`config.mk`:
```
export PLATFORM = sky130hd
export DESIGN_NAME = bcd_down_timer
export DESIGN_NICKNAME = d
export VERILOG_FILES = /design/src/rtl/bcd_pkg.sv /design/src/rtl/bcd_down_digit.sv /design/src/rtl/bcd_down_timer.sv
export SDC_FILE = /design/constraint.sdc
export NUM_CORES = 1
export LEC_CHECK = 0
export ABC_AREA = 1
export BUFFER_PORTS_ARGS = -buffer_cell sky130_fd_sc_hd__buf_2
export CAP_MARGIN = 30
export CORE_ASPECT_RATIO = 0.75
export CORE_UTILIZATION = 30
export CTS_CLUSTER_SIZE = 24
export DETAILED_ROUTE_END_ITERATION = 8
export GPL_TIMING_DRIVEN = 0
export PLACE_DENSITY = 0.53
export SLEW_MARGIN = 10
export SYNTH_ARGS = -nofsm -noshare
export SYNTH_HDL_FRONTEND = slang
export SYNTH_HIERARCHICAL = 1
export SYNTH_SLANG_ARGS = --single-unit
```
`constraint.sdc`:
```
create_clock -name clk -period 1.85 [get_ports clk]
set_input_delay 0.555 -clock clk [delete_from_list [all_inputs] [get_ports clk]]
set_output_delay 0.555 -clock clk [all_outputs]
set_load 0.02 [all_outputs]
```
`src/rtl/bcd_pkg.sv`:
```
// Shared types and constants for the BCD down-timer datapath.
package bcd_pkg;

    typedef logic [3:0] bcd_digit_t;

    localparam bcd_digit_t BCD_MAX = 4'd9;
    localparam bcd_digit_t BCD_MIN = 4'd0;

    typedef enum logic [0:0] {
        IDLE = 1'b0,
        RUN  = 1'b1
    } timer_state_t;

endpackage

```
`src/rtl/bcd_down_digit.sv`:
```
// One BCD digit of the down-counter: clamped parallel load, decrement on borrow,
// combinational borrow out when the digit is at zero and asked to decrement.
module bcd_down_digit
    import bcd_pkg::*;
(
    input  logic       clk,
    input  logic       rst,
    input  logic       load,
    input  logic [3:0] load_digit,
    input  logic       dec,
    input  logic       borrow_in,
    output logic [3:0] digit,
    output logic       borrow_out
);

    bcd_digit_t digit_reg;
    bcd_digit_t digit_next;
    bcd_digit_t load_clamped;

    assign load_clamped = (load_digit > BCD_MAX) ? BCD_MAX : load_digit;
    assign borrow_out   = borrow_in && (digit_reg == BCD_MIN);
    assign digit        = digit_reg;

    always_comb begin
        digit_next = digit_reg;
        if (load) begin
            digit_next = load_clamped;
        end else if (dec && borrow_in) begin
            digit_next = (digit_reg == BCD_MIN) ? BCD_MAX : digit_reg - 4'd1;
        end
    end

    always_ff @(posedge clk or negedge rst) begin
        if (!rst) begin
            digit_reg <= BCD_MIN;
        end else begin
            digit_reg <= digit_next;
        end
    end

endmodule

```
`src/rtl/bcd_down_timer.sv`:
```
// Loadable multi-digit BCD down-counter with IDLE/RUN control and a one-cycle
// done pulse when the countdown reaches zero (or on a zero-length start).
module bcd_down_timer
    import bcd_pkg::*;
#(
    parameter int DIGITS = 4
) (
    input  logic                  clk,
    input  logic                  rst,
    input  logic                  enb,
    input  logic                  load,
    input  logic [4*DIGITS-1:0]   load_val,
    input  logic                  start,
    input  logic                  abort,
    output logic [4*DIGITS-1:0]   q,
    output logic                  running,
    output logic                  zero,
    output logic                  done
);

    timer_state_t      state_reg;
    timer_state_t      state_next;
    logic              done_reg;
    logic              done_next;
    logic              load_en;
    logic              dec_en;
    logic              last_step;
    logic [DIGITS:0]   borrow;

    assign load_en   = (state_reg == IDLE) && load;
    assign dec_en    = (state_reg == RUN) && enb && !abort;
    assign last_step = (q == (4*DIGITS)'(1));
    assign zero      = (q == '0);
    assign running   = (state_reg == RUN);
    assign done      = done_reg;

    // Digit 0 always decrements on a step; higher digits only when borrowed from.
    assign borrow[0] = 1'b1;

    generate
        for (genvar gi = 0; gi < DIGITS; gi++) begin : g_digit
            bcd_down_digit u_digit (
                .clk        (clk),
                .rst        (rst),
                .load       (load_en),
                .load_digit (load_val[4*gi +: 4]),
                .dec        (dec_en),
                .borrow_in  (borrow[gi]),
                .digit      (q[4*gi +: 4]),
                .borrow_out (borrow[gi+1])
            );
        end
    endgenerate

    always_comb begin
        state_next = state_reg;
        done_next  = 1'b0;
        case (state_reg)
            IDLE: begin
                if (!load && start) begin
                    if (zero) begin
                        done_next = 1'b1;
                    end else begin
                        state_next = RUN;
                    end
                end
            end
            RUN: begin
                if (abort) begin
                    state_next = IDLE;
                end else if (enb && last_step) begin
                    state_next = IDLE;
                    done_next  = 1'b1;
                end
            end
            default: state_next = IDLE;
        endcase
    end

    always_ff @(posedge clk or negedge rst) begin
        if (!rst) begin
            state_reg <= IDLE;
            done_reg  <= 1'b0;
        end else begin
            state_reg <= state_next;
            done_reg  <= done_next;
        end
    end

endmodule

```
==> impl_metrics.yaml <==
sta:
  min_period_ns: 1.834
  fin_skew_ns: 0.002332
  hold_ws_ns: 0.2211
  hold_violations: 0
  setup_ws_ns: 0.01566
  fmax_mhz: 545.2
  final-setup-viol-count: 0
  drv_slew: 0
  rsz0062_at_grt: "yes"
  slew_headroom: 0.6524
  worst_slew_pin_slew_ns: 0.5195
  finalCritPeriodShare: 0.9915
  fin_tns_setup_ns: 0
floorplanning:
  core_mm2: 0.004104
  start_util: 0.3165
  ios: 41
  die_y_um: 58.98
  dieArea_mm2: 0.004599
  die_x_um: 77.98
  std_cell_rows: 20
worst_setup_path:
  end_kind: "output pin"
  path_max_fanout: 5
  worstPathArrival_ns: 1.28
  worstPathRequired_ns: 1.29
  r2r-end: "g_digit[3].u_digit/digit[2]"
  cp_slowest_stage_delay_ns: 0.43
  worstPathCellList: "nor2_1 > nand2_2 > nor2_2 > nand2_2 > inv_2 > buf_6"
  reg2reg_from: "g_digit[0].u_digit/digit[0]"
  worst_path_most_repeated_cell: "nand2_2"
  crit_type: "flop to output pin"
  start_kind: "flop"
  rr_worst_depth: 12
  slowest_stage: "dfrtp_1"
  ff2ff_setup_slack_ns: 0.12
final_layout:
  layout_commonest_cell: "nand2_1"
  regArea_um2: 465.4
  layout_common_cells: "nand2_1 (56), buf_2 (39), nor2_1 (27)"
  antennaDiodeCount: 0
  layout-drive-gt1-share: 0.3797
  largest_reg_flops: 16
  multiInputGateArea_um2: 774.5
  fin_nets: 289
  area_growth_pct: 39.69
  fin_cells: 321
  fillCellCount: 443
synthesis:
  yosys_warnings: 6
  syn_area_mm2: 0.001299
  syn_avg_cell_area_um2: 6.398
  synthCells: 203
power_and_ir_drop:
  p_per_area_mw_per_mm2: 1228
  ir_drop_uv: 399.6
  p_leak_nw: 0.9338
  power_mw: 2.228
placement:
  port_buffers: 40
  post-place-ws_ns: -0.02876
  gp_congestion: 0.7539
  hpwl_mm: 2.385
  dp.cells: 300
routing:
  drtIter0Drc: 62
  totalWireLength_mm: 3.374
  drt-pass1-iter-count: 4
  avgRoutedWirePerCell_um: 10.51
  ant_nets: 0
  vias: 1432
  avgViaCountPerCell: 4.461
  post-route-drc-count: 0
grt:
  grt_pass1_wl_mm: 5.637
  grt.total_usage: 0.1588
  grt-ovfl-total: 0
  grt_pass1_vias: 1277
  grt_max_degree: 19
  antenna_found_initial: 0
outcome:
  status: "completed"
worst_hold_path:
  hp-class: "input pin to asynchronous set/reset pin"
clocking:
  cts-root-buf: "clkbuf_8"
  clkLatencyLatePin_ns: 0.26
  cts_sinks: 18
  cts_buffer_depth: 2
  clk_pin_slew_ns: 0.07
  cts-hold-fix-buffers: 0
  cts_max_level: 1
  numCtsBuffers: 3
  tritoncts: "done"
job:
  max_cap_viol_count: 0
[stage by stage]
stage               utilization  area [um^2]
global route             0.4421         1814
CTS                      0.4162         1708
detailed placement       0.3857         1583
finish                   0.4421         1814
floorplan                     -         1303
global placement         0.3829         1572
[worst max-delay path: cells and delay by family, from the launching register on]
family	cells	cell delay [ns]
flip-flops	1	0.43
buffers and inverters	2	0.17
AND/OR/NAND/NOR	4	0.42
[metal layers]
metal  vias up  track usage  wire, um
met2        29       0.2592      1406
met1       630       0.2074      1760
li1        768            -         -
met5         -            0         0
met4         0      0.04762        43
met3         5      0.04462       164
[area by class of cell]
cell class                      instances  area share
Multi-Input combinational cell        158      0.4269
Sequential cell                        18      0.2566
Timing Repair Buffer                   58      0.1903
Inverter                               28     0.05793
Tap cell                               55     0.03793
Clock buffer                            4     0.03034
[report_power, final]
part	internal, mW	switching (mW)
sequential	0.541	0.175
combinational	0.486	0.687
clock	0.190	0.150
total	1.22	1.01
[worst max-delay path by stage]
stage / start / to / slack, ns / cells past startpoint
after global routing: g_digit[0].u_digit/digit[3] / zero / -0.07 / 6
after global placement: load / g_digit[3].u_digit/digit[2] / -0.46 / 8
after detailed placement: load / g_digit[1].u_digit/digit[2] / -0.03 / 9
after floorplan: load / g_digit[0].u_digit/digit[2] / 0.14 / 7
after CTS: g_digit[1].u_digit/digit[0] / zero / 0.01 / 6
final: g_digit[1].u_digit/digit[3] / zero / 0.02 / 6
[what timing repair did]
action | CTS | global route
resized for setup | 11 | 13
hold endpoints to repair | 0 | 0
endpoints found under the setup margin | 1 | 5
buffers inserted | 7 | 10
pin swaps | 3 | 4
Note: power is estimated with default switching activity, not from simulation.
